==> src/rtl/y86_decode_wb_stage_if.sv <==
// rtl/y86_decode_wb_stage_if.sv - fetch/decode/write-back signal bundle for the decode/write-back slice
interface y86_decode_wb_stage_if;
  // Fetch side into the D register
  logic [2:0]  F_status;
  logic [3:0]  F_icode;
  logic [3:0]  F_ifun;
  logic [3:0]  F_rA;
  logic [3:0]  F_rB;
  logic [63:0] F_valC;
  logic [63:0] F_valP;
  logic        D_stall;
  logic        D_bubble;

  // Registered D fields and operand reads
  logic [2:0]  d_status;
  logic [3:0]  d_icode;
  logic [3:0]  d_ifun;
  logic [3:0]  d_rA;
  logic [3:0]  d_rB;
  logic [63:0] d_valC;
  logic [63:0] d_valP;
  logic [63:0] d_valA;
  logic [63:0] d_valB;

  // Write-back side
  logic [3:0]  W_icode;
  logic [3:0]  W_rA;
  logic [3:0]  W_rB;
  logic        W_Cnd;
  logic [63:0] W_valE;
  logic [63:0] W_valM;
  logic [63:0] W_valC;

  // PC update
  logic [63:0] pred_PC;
  logic [63:0] PC;

  // Live register file contents
  logic [63:0] Ro0, Ro1, Ro2, Ro3, Ro4, Ro5, Ro6, Ro7;
  logic [63:0] Ro8, Ro9, Ro10, Ro11, Ro12, Ro13, Ro14;

  modport master (
    output F_status, F_icode, F_ifun, F_rA, F_rB, F_valC, F_valP,
    output D_stall, D_bubble,
    output W_icode, W_rA, W_rB, W_Cnd, W_valE, W_valM, W_valC, pred_PC,
    input  d_status, d_icode, d_ifun, d_rA, d_rB, d_valC, d_valP, d_valA, d_valB,
    input  PC,
    input  Ro0, Ro1, Ro2, Ro3, Ro4, Ro5, Ro6, Ro7,
    input  Ro8, Ro9, Ro10, Ro11, Ro12, Ro13, Ro14
  );

  modport slave (
    input  F_status, F_icode, F_ifun, F_rA, F_rB, F_valC, F_valP,
    input  D_stall, D_bubble,
    input  W_icode, W_rA, W_rB, W_Cnd, W_valE, W_valM, W_valC, pred_PC,
    output d_status, d_icode, d_ifun, d_rA, d_rB, d_valC, d_valP, d_valA, d_valB,
    output PC,
    output Ro0, Ro1, Ro2, Ro3, Ro4, Ro5, Ro6, Ro7,
    output Ro8, Ro9, Ro10, Ro11, Ro12, Ro13, Ro14
  );
endinterface

==> src/rtl/y86_decode_wb_stage.sv <==
// rtl/y86_decode_wb_stage.sv - Y86-64 decode/write-back slice (D register, register file, PC); optional RF_BYPASS_EN
module y86_decode_wb_stage #(
  parameter logic [2:0] AOK_CODE = 3'b001,
  parameter int         NREGS    = 15
) (
  input  logic                   clk,
  input  logic                   rst,
  y86_decode_wb_stage_if.slave   bus
);

  localparam logic [3:0] RNONE   = 4'hF;
  localparam logic [3:0] RSP     = 4'h4;
  localparam logic [3:0] I_NOP   = 4'h1;
  localparam logic [3:0] I_RRMOV = 4'h2;
  localparam logic [3:0] I_IRMOV = 4'h3;
  localparam logic [3:0] I_RMMOV = 4'h4;
  localparam logic [3:0] I_MRMOV = 4'h5;
  localparam logic [3:0] I_OPQ   = 4'h6;
  localparam logic [3:0] I_JXX   = 4'h7;
  localparam logic [3:0] I_CALL  = 4'h8;
  localparam logic [3:0] I_RET   = 4'h9;
  localparam logic [3:0] I_PUSH  = 4'hA;
  localparam logic [3:0] I_POP   = 4'hB;

  logic [2:0]  r_status;
  logic [3:0]  r_icode;
  logic [3:0]  r_ifun;
  logic [3:0]  r_rA;
  logic [3:0]  r_rB;
  logic [63:0] r_valC;
  logic [63:0] r_valP;
  logic [63:0] r_pc;
  logic [63:0] r_rf [0:NREGS-1];

  logic [3:0]  w_srcA;
  logic [3:0]  w_srcB;
  logic [3:0]  w_dstE;
  logic [3:0]  w_dstM;
  logic [63:0] w_rd_a;
  logic [63:0] w_rd_b;

  // D pipeline register: stall holds, bubble injects a nop, otherwise capture fetch
  always_ff @(posedge clk) begin
    if (rst || (!bus.D_stall && bus.D_bubble)) begin
      r_status <= AOK_CODE;
      r_icode  <= I_NOP;
      r_ifun   <= 4'h0;
      r_rA     <= RNONE;
      r_rB     <= RNONE;
      r_valC   <= 64'd0;
      r_valP   <= 64'd0;
    end else if (!bus.D_stall) begin
      r_status <= bus.F_status;
      r_icode  <= bus.F_icode;
      r_ifun   <= bus.F_ifun;
      r_rA     <= bus.F_rA;
      r_rB     <= bus.F_rB;
      r_valC   <= bus.F_valC;
      r_valP   <= bus.F_valP;
    end
  end

  // Decode-side source register selection from the instruction held in D
  always_comb begin
    w_srcA = RNONE;
    w_srcB = RNONE;
    case (r_icode)
      I_RRMOV, I_RMMOV, I_OPQ, I_PUSH: w_srcA = r_rA;
      I_RET, I_POP:                    w_srcA = RSP;
      default:                         w_srcA = RNONE;
    endcase
    case (r_icode)
      I_RMMOV, I_MRMOV, I_OPQ:         w_srcB = r_rB;
      I_CALL, I_RET, I_PUSH, I_POP:    w_srcB = RSP;
      default:                         w_srcB = RNONE;
    endcase
  end

  // Write-back destination selection; a cmov that did not fire writes nothing
  always_comb begin
    w_dstE = RNONE;
    w_dstM = RNONE;
    case (bus.W_icode)
      I_IRMOV, I_OPQ:                  w_dstE = bus.W_rB;
      I_RRMOV:                         w_dstE = bus.W_Cnd ? bus.W_rB : RNONE;
      I_CALL, I_RET, I_PUSH, I_POP:    w_dstE = RSP;
      default:                         w_dstE = RNONE;
    endcase
    case (bus.W_icode)
      I_MRMOV, I_POP:                  w_dstM = bus.W_rA;
      default:                         w_dstM = RNONE;
    endcase
  end

  // Register file reads; RNONE reads as zero, optional forwarding of this cycle's write-back
  always_comb begin
    w_rd_a = (w_srcA == RNONE) ? 64'd0 : r_rf[w_srcA];
    w_rd_b = (w_srcB == RNONE) ? 64'd0 : r_rf[w_srcB];
`ifdef RF_BYPASS_EN
    if (w_srcA != RNONE && w_srcA == w_dstM) begin
      w_rd_a = bus.W_valM;
    end else if (w_srcA != RNONE && w_srcA == w_dstE) begin
      w_rd_a = bus.W_valE;
    end
    if (w_srcB != RNONE && w_srcB == w_dstM) begin
      w_rd_b = bus.W_valM;
    end else if (w_srcB != RNONE && w_srcB == w_dstE) begin
      w_rd_b = bus.W_valE;
    end
`endif
  end

  // Register file writes; the memory result beats the ALU result on a shared target (popq %rsp)
  always_ff @(posedge clk) begin
    for (int i = 0; i < NREGS; i++) begin
      if (rst) begin
        r_rf[i] <= 64'd0;
      end else if (w_dstM == i[3:0]) begin
        r_rf[i] <= bus.W_valM;
      end else if (w_dstE == i[3:0]) begin
        r_rf[i] <= bus.W_valE;
      end
    end
  end

  // Next-PC register: call and taken jumps go to valC, ret to the popped address, else prediction
  always_ff @(posedge clk) begin
    if (rst) begin
      r_pc <= 64'd0;
    end else if (bus.W_icode == I_CALL) begin
      r_pc <= bus.W_valC;
    end else if (bus.W_icode == I_JXX && bus.W_Cnd) begin
      r_pc <= bus.W_valC;
    end else if (bus.W_icode == I_RET) begin
      r_pc <= bus.W_valM;
    end else begin
      r_pc <= bus.pred_PC;
    end
  end

  assign bus.d_status = r_status;
  assign bus.d_icode  = r_icode;
  assign bus.d_ifun   = r_ifun;
  assign bus.d_rA     = r_rA;
  assign bus.d_rB     = r_rB;
  assign bus.d_valC   = r_valC;
  assign bus.d_valP   = r_valP;
  assign bus.d_valA   = (r_icode == I_JXX || r_icode == I_CALL) ? r_valP : w_rd_a;
  assign bus.d_valB   = w_rd_b;
  assign bus.PC       = r_pc;

  assign bus.Ro0  = r_rf[0];
  assign bus.Ro1  = r_rf[1];
  assign bus.Ro2  = r_rf[2];
  assign bus.Ro3  = r_rf[3];
  assign bus.Ro4  = r_rf[4];
  assign bus.Ro5  = r_rf[5];
  assign bus.Ro6  = r_rf[6];
  assign bus.Ro7  = r_rf[7];
  assign bus.Ro8  = r_rf[8];
  assign bus.Ro9  = r_rf[9];
  assign bus.Ro10 = r_rf[10];
  assign bus.Ro11 = r_rf[11];
  assign bus.Ro12 = r_rf[12];
  assign bus.Ro13 = r_rf[13];
  assign bus.Ro14 = r_rf[14];

endmodule

==> src/flat_wrapper.sv <==
// flat-port wrapper written by rule: the top's interface ports become plain ports
module y86_decode_wb_stage_flat 
#(
  parameter logic [2:0] AOK_CODE = 3'b001,
  parameter int         NREGS    = 15
)
  (clk, rst, bus_F_status, bus_F_icode, bus_F_ifun, bus_F_rA, bus_F_rB, bus_F_valC, bus_F_valP, bus_D_stall, bus_D_bubble, bus_W_icode, bus_W_rA, bus_W_rB, bus_W_Cnd, bus_W_valE, bus_W_valM, bus_W_valC, bus_pred_PC, bus_d_status, bus_d_icode, bus_d_ifun, bus_d_rA, bus_d_rB, bus_d_valC, bus_d_valP, bus_d_valA, bus_d_valB, bus_PC, bus_Ro0, bus_Ro1, bus_Ro2, bus_Ro3, bus_Ro4, bus_Ro5, bus_Ro6, bus_Ro7, bus_Ro8, bus_Ro9, bus_Ro10, bus_Ro11, bus_Ro12, bus_Ro13, bus_Ro14);
  y86_decode_wb_stage_if bus_i ();
  input  logic clk;
  input  logic rst;
  input wire logic [$bits(bus_i.F_status)-1:0] bus_F_status;
  input wire logic [$bits(bus_i.F_icode)-1:0] bus_F_icode;
  input wire logic [$bits(bus_i.F_ifun)-1:0] bus_F_ifun;
  input wire logic [$bits(bus_i.F_rA)-1:0] bus_F_rA;
  input wire logic [$bits(bus_i.F_rB)-1:0] bus_F_rB;
  input wire logic [$bits(bus_i.F_valC)-1:0] bus_F_valC;
  input wire logic [$bits(bus_i.F_valP)-1:0] bus_F_valP;
  input wire logic [$bits(bus_i.D_stall)-1:0] bus_D_stall;
  input wire logic [$bits(bus_i.D_bubble)-1:0] bus_D_bubble;
  input wire logic [$bits(bus_i.W_icode)-1:0] bus_W_icode;
  input wire logic [$bits(bus_i.W_rA)-1:0] bus_W_rA;
  input wire logic [$bits(bus_i.W_rB)-1:0] bus_W_rB;
  input wire logic [$bits(bus_i.W_Cnd)-1:0] bus_W_Cnd;
  input wire logic [$bits(bus_i.W_valE)-1:0] bus_W_valE;
  input wire logic [$bits(bus_i.W_valM)-1:0] bus_W_valM;
  input wire logic [$bits(bus_i.W_valC)-1:0] bus_W_valC;
  input wire logic [$bits(bus_i.pred_PC)-1:0] bus_pred_PC;
  output wire logic [$bits(bus_i.d_status)-1:0] bus_d_status;
  output wire logic [$bits(bus_i.d_icode)-1:0] bus_d_icode;
  output wire logic [$bits(bus_i.d_ifun)-1:0] bus_d_ifun;
  output wire logic [$bits(bus_i.d_rA)-1:0] bus_d_rA;
  output wire logic [$bits(bus_i.d_rB)-1:0] bus_d_rB;
  output wire logic [$bits(bus_i.d_valC)-1:0] bus_d_valC;
  output wire logic [$bits(bus_i.d_valP)-1:0] bus_d_valP;
  output wire logic [$bits(bus_i.d_valA)-1:0] bus_d_valA;
  output wire logic [$bits(bus_i.d_valB)-1:0] bus_d_valB;
  output wire logic [$bits(bus_i.PC)-1:0] bus_PC;
  output wire logic [$bits(bus_i.Ro0)-1:0] bus_Ro0;
  output wire logic [$bits(bus_i.Ro1)-1:0] bus_Ro1;
  output wire logic [$bits(bus_i.Ro2)-1:0] bus_Ro2;
  output wire logic [$bits(bus_i.Ro3)-1:0] bus_Ro3;
  output wire logic [$bits(bus_i.Ro4)-1:0] bus_Ro4;
  output wire logic [$bits(bus_i.Ro5)-1:0] bus_Ro5;
  output wire logic [$bits(bus_i.Ro6)-1:0] bus_Ro6;
  output wire logic [$bits(bus_i.Ro7)-1:0] bus_Ro7;
  output wire logic [$bits(bus_i.Ro8)-1:0] bus_Ro8;
  output wire logic [$bits(bus_i.Ro9)-1:0] bus_Ro9;
  output wire logic [$bits(bus_i.Ro10)-1:0] bus_Ro10;
  output wire logic [$bits(bus_i.Ro11)-1:0] bus_Ro11;
  output wire logic [$bits(bus_i.Ro12)-1:0] bus_Ro12;
  output wire logic [$bits(bus_i.Ro13)-1:0] bus_Ro13;
  output wire logic [$bits(bus_i.Ro14)-1:0] bus_Ro14;
  assign bus_i.F_status = bus_F_status;
  assign bus_i.F_icode = bus_F_icode;
  assign bus_i.F_ifun = bus_F_ifun;
  assign bus_i.F_rA = bus_F_rA;
  assign bus_i.F_rB = bus_F_rB;
  assign bus_i.F_valC = bus_F_valC;
  assign bus_i.F_valP = bus_F_valP;
  assign bus_i.D_stall = bus_D_stall;
  assign bus_i.D_bubble = bus_D_bubble;
  assign bus_i.W_icode = bus_W_icode;
  assign bus_i.W_rA = bus_W_rA;
  assign bus_i.W_rB = bus_W_rB;
  assign bus_i.W_Cnd = bus_W_Cnd;
  assign bus_i.W_valE = bus_W_valE;
  assign bus_i.W_valM = bus_W_valM;
  assign bus_i.W_valC = bus_W_valC;
  assign bus_i.pred_PC = bus_pred_PC;
  assign bus_d_status = bus_i.d_status;
  assign bus_d_icode = bus_i.d_icode;
  assign bus_d_ifun = bus_i.d_ifun;
  assign bus_d_rA = bus_i.d_rA;
  assign bus_d_rB = bus_i.d_rB;
  assign bus_d_valC = bus_i.d_valC;
  assign bus_d_valP = bus_i.d_valP;
  assign bus_d_valA = bus_i.d_valA;
  assign bus_d_valB = bus_i.d_valB;
  assign bus_PC = bus_i.PC;
  assign bus_Ro0 = bus_i.Ro0;
  assign bus_Ro1 = bus_i.Ro1;
  assign bus_Ro2 = bus_i.Ro2;
  assign bus_Ro3 = bus_i.Ro3;
  assign bus_Ro4 = bus_i.Ro4;
  assign bus_Ro5 = bus_i.Ro5;
  assign bus_Ro6 = bus_i.Ro6;
  assign bus_Ro7 = bus_i.Ro7;
  assign bus_Ro8 = bus_i.Ro8;
  assign bus_Ro9 = bus_i.Ro9;
  assign bus_Ro10 = bus_i.Ro10;
  assign bus_Ro11 = bus_i.Ro11;
  assign bus_Ro12 = bus_i.Ro12;
  assign bus_Ro13 = bus_i.Ro13;
  assign bus_Ro14 = bus_i.Ro14;
  y86_decode_wb_stage #(.AOK_CODE(AOK_CODE), .NREGS(NREGS)) u_core (.clk(clk), .rst(rst), .bus(bus_i));
endmodule
==> config.mk <==
export PLATFORM = sky130hd
export DESIGN_NAME = y86_decode_wb_stage_flat
export DESIGN_NICKNAME = d
export VERILOG_FILES = /design/src/rtl/y86_decode_wb_stage_if.sv /design/src/rtl/y86_decode_wb_stage.sv /design/src/flat_wrapper.sv
export SDC_FILE = /design/constraint.sdc
export NUM_CORES = 2
export LEC_CHECK = 0
export ABC_AREA = 1
export CAP_MARGIN = 40
export CORE_AREA = 8 8 671 673
export CTS_CLUSTER_SIZE = 20
export DETAILED_ROUTE_END_ITERATION = 10
export DIE_AREA = 0 0 679 681
export GPL_TIMING_DRIVEN = 0
export PLACE_DENSITY = 0.37
export SYNTH_ARGS = -nofsm -noshare
export SYNTH_HDL_FRONTEND = slang
export SYNTH_SLANG_ARGS = --single-unit
==> constraint.sdc <==
create_clock -name clk -period 12.8 [get_ports clk]
set_clock_uncertainty 0.2 [all_clocks]
set_input_delay 1.28 -clock clk [delete_from_list [all_inputs] [get_ports clk]]
set_output_delay 1.28 -clock clk [all_outputs]
set_load 0.01 [all_outputs]
==> impl_metrics.json <==
{
  "cp_slowest_cell": "buf_2",
  "power.density_mw_per_mm2": 125,
  "clkPwrFrac_pct": 39.3,
  "cts_tree": "yes",
  "vias": 90600,
  "gp_congestion": 0.994,
  "startpoint_type": "register",
  "drt-met1-wl_mm": 309,
  "path_clk_slew_ns": 0.06,
  "hold_path_class": "reg -> reg",
  "critPathLaunch": "u_core.bus.d_icode[3]$_SDFFE_PP0N_",
  "hp-start": "u_core.bus.d_ifun[3]$_SDFFE_PP0N_",
  "finalCriticalPeriod_ns": 7.86,
  "yosysSeqAreaShare_pct": 48.6,
  "fin_crit_sh_pct": 61.4,
  "worst_pin_slew_ns": 1.03,
  "place.port_buffers": 1717,
  "run_status": "finished clean",
  "clk_path_buf_depth": 4,
  "track_usage_pct": 34.5,
  "cts_setup_buffers": 0,
  "clkLatencyLatePin_ns": 0.92,
  "synthTopCellsByArea": "edfxtp_1 42%, nand2_1 18%, nand3_1 13%, dfxtp_1 6.2%, o21ai_0 4.3%",
  "finalSetupViolCount": 0,
  "postRouteAntennaNets": 0,
  "fin_util_pct": 23.8,
  "power_frac_comb_pct": 24.1,
  "maxCapViolations": 0,
  "ioPinCount": 1719,
  "first_global_vias": 82000,
  "grt_pass1_wl_mm": 1020,
  "wl_met3_mm": 98.1,
  "slowest_delay_ns": 0.85,
  "rsz0062_at_grt": "no",
  "syn_inst": 9080,
  "syn-num-nets": 9500,
  "grt_overflow_total": 0,
  "path_cells": "inv_1, nand2_1, nand2_1, nand3_1, nand2_1, buf_2, buf_2, nand2_1, nand3_1, nand3_1, nand3_1, nand3_1, nand2_1, clkdlybuf4s50_1",
  "dpl.hpwl_mm": 686,
  "netlist_area_mm2": 0.0680,
  "fin_area_mm2": 0.105,
  "dp.cells": 17000,
  "clockRootBuffer": "clkbuf_16",
  "synth_area_per_cell_um2": 7.49,
  "firstDrtPassIters": 9,
  "core_mm2": 0.440,
  "p_sw_uw": 4800,
  "final_cells": 17400,
  "synth_edf_count": 960,
  "wl_per_cell_um": 48.3,
  "cp.required_ns": 11.32,
  "finalHoldWorstSlack_ns": 0.266,
  "yosysWarnings": 0,
  "yosysTopAreaCell": "edfxtp_1",
  "final_common_cell": "nand2_1",
  "ys_ff_latch": 1171,
  "r2r_start": "u_core.bus.d_valP[38]$_SDFFE_PP0N_",
  "async_flop_share_pct": 0,
  "critPathArrivalTime_ns": 6.38,
  "swShare_pct": 36.7,
  "drt_iter0_markers": 14900,
  "via_per_inst": 5.20,
  "hold_viol": 0,
  "die-area_mm2": 0.462,
  "placed_area_mm2": 0.0987,
  "final_nets": 11800,
  "grt_max_degree": 32,
  "worst-path-max-fanout": 10,
  "slew_viol_final": 0,
  "vdd_drop_max_v": 0.000132,
  "crit_family": "simple AND/OR/NAND/NOR gates",
  "p_leak_uw": 0.0393,
  "fmax_mhz": 127,
  "critPathCaptureType": "output port",
  "critPathKind": "reg -> out",
  "antenna_found_initial": 143,
  "p_seq_share_pct": 36.6,
  "path_buf_inv": 4,
  "numClockSinks": 1171,
  "htreeDepth": 4,
  "highest_layer": "met5",
  "internal-power_uw": 8290,
  "cts_hold_buf": 0,
  "die-width_um": 679,
  "drc_errors": 0,
  "area_growth_syn_to_layout_pct": 54.0,
  "initial_utilization_pct": 15.5,
  "cts-resized-gates": 0,
  "synth_flop_cell": "edfxtp_1",
  "drive_gt1_share_pct": 9.65,
  "routed-wl-met2_mm": 350,
  "die_h_um": 681,
  "final_cell_mix": "3277 x nand2_1, 1717 x clkdlybuf4s50_1, 1713 x nand3_1",
  "fp-row-count": 244,
  "wl_mm": 841,
  "cts_buffers": 170,
  "yosysTopAreaCellShare_pct": 42.4,
  "power_uw": 13100,
  "synth.distinct_cells": 33,
  "slew_headroom_pct": 31.5
}
## worst paths after layout
path / end / slack, ns / cells after the start
worst min register to register: u_core.bus.d_ifun[3]$_SDFFE_PP0N_ / 0.27 / 2
worst min-delay path: u_core.bus.d_ifun[3]$_SDFFE_PP0N_ / 0.27 / 2
worst max-delay path: bus_d_valA[0] / 4.94 / 14
worst max register to register: u_core.bus.d_valP[38]$_SDFFE_PP0N_ / 11.73 / 2
## stage by stage
stage               setup slack, ns  setup TNS [ns]
finish                         4.94               0
global route                   4.72               0
CTS                            5.10               0
detailed placement             6.12               0
global placement              -3.96         -260.84
floorplan                      5.48               0
## layout make-up
type	instances	area [µm²]
multi-input combinational	6759	30500
inverter	254	953
clock inverter	100	1120
fill	48700	335000
buffer	896	3830
sequential	1171	33100
tap	5781	7230
timing repair buffer	2130	23200
antenna	103	258
clock buffer	208	4560
## power groups by stage
stage	combinational (µW)	sequential [µW]	clock [µW]
2_1_floorplan	794	4740	0
3_3_place_gp	2930	4890	0
3_5_place_dp	3070	4850	0
4_1_cts	3080	4770	5160
5_1_grt	3200	4780	5270
6_report	3150	4790	5140
## metal layers
metal,vias up,GRT usage (%)
met1,45000,39.7
li1,35900,-
met2,7722,50.9
met4,38,27.7
met3,1985,13.2
met5,-,0
## worst register-to-register path: cells and delay by family, from the launching register on
| kind | cells | cell delay (ns) |
|---|---|---|
| flip-flops | 1 | 0.58 |
| AO/OA/AOI/OAI | 1 | 0.14 |
| AND/OR/NAND/NOR | 1 | 0.10 |
## Yosys cell counts, types with 2 or more instances
| cell | count |
|---|---|
| nand2_1 | 3288 |
| nand3_1 | 1719 |
| edfxtp_1 | 960 |
| clkbuf_1 | 610 |
| o21ai_0 | 582 |
| o21ai_1 | 350 |
| inv_1 | 236 |
| o22ai_1 | 223 |
| buf_2 | 214 |
| dfxtp_1 | 211 |
| a21oi_1 | 189 |
| a31oi_1 | 116 |
| nor2_1 | 113 |
| nand4_1 | 69 |
| buf_1 | 66 |
| or2_2 | 52 |
| inv_2 | 17 |
| o211ai_1 | 15 |
| nor3_1 | 12 |
| nor2_2 | 10 |
| buf_6 | 6 |
| nor3_4 | 5 |
| nand3b_1 | 3 |
| nor2_4 | 3 |
| nand2_2 | 2 |
| nor3_2 | 2 |
## sequential cells by signal, summed over array words and instances (netlist names), 4 cells and up
| name | flops |
|---|---|
| u_core.r_rf | 960 |
| u_core.bus.PC | 64 |
| u_core.bus.d_valC | 64 |
| u_core.bus.d_valP | 64 |
| u_core.bus.d_icode | 4 |
| u_core.bus.d_ifun | 4 |
| u_core.bus.d_rA | 4 |
| u_core.bus.d_rB | 4 |
## cells by family (layout without fill, tap and decap cells)
group	count (synthesis)	count (layout)	synth area share, %
buffers and inverters	1150	3588	6.81
DFF	1171	1171	48.6
and+or+nand+nor	5280	5280	33.0
AOI/OAI and AO/OA	1479	1479	11.6
other	0	103	0
Note: power is estimated with default switching activity, not from simulation.
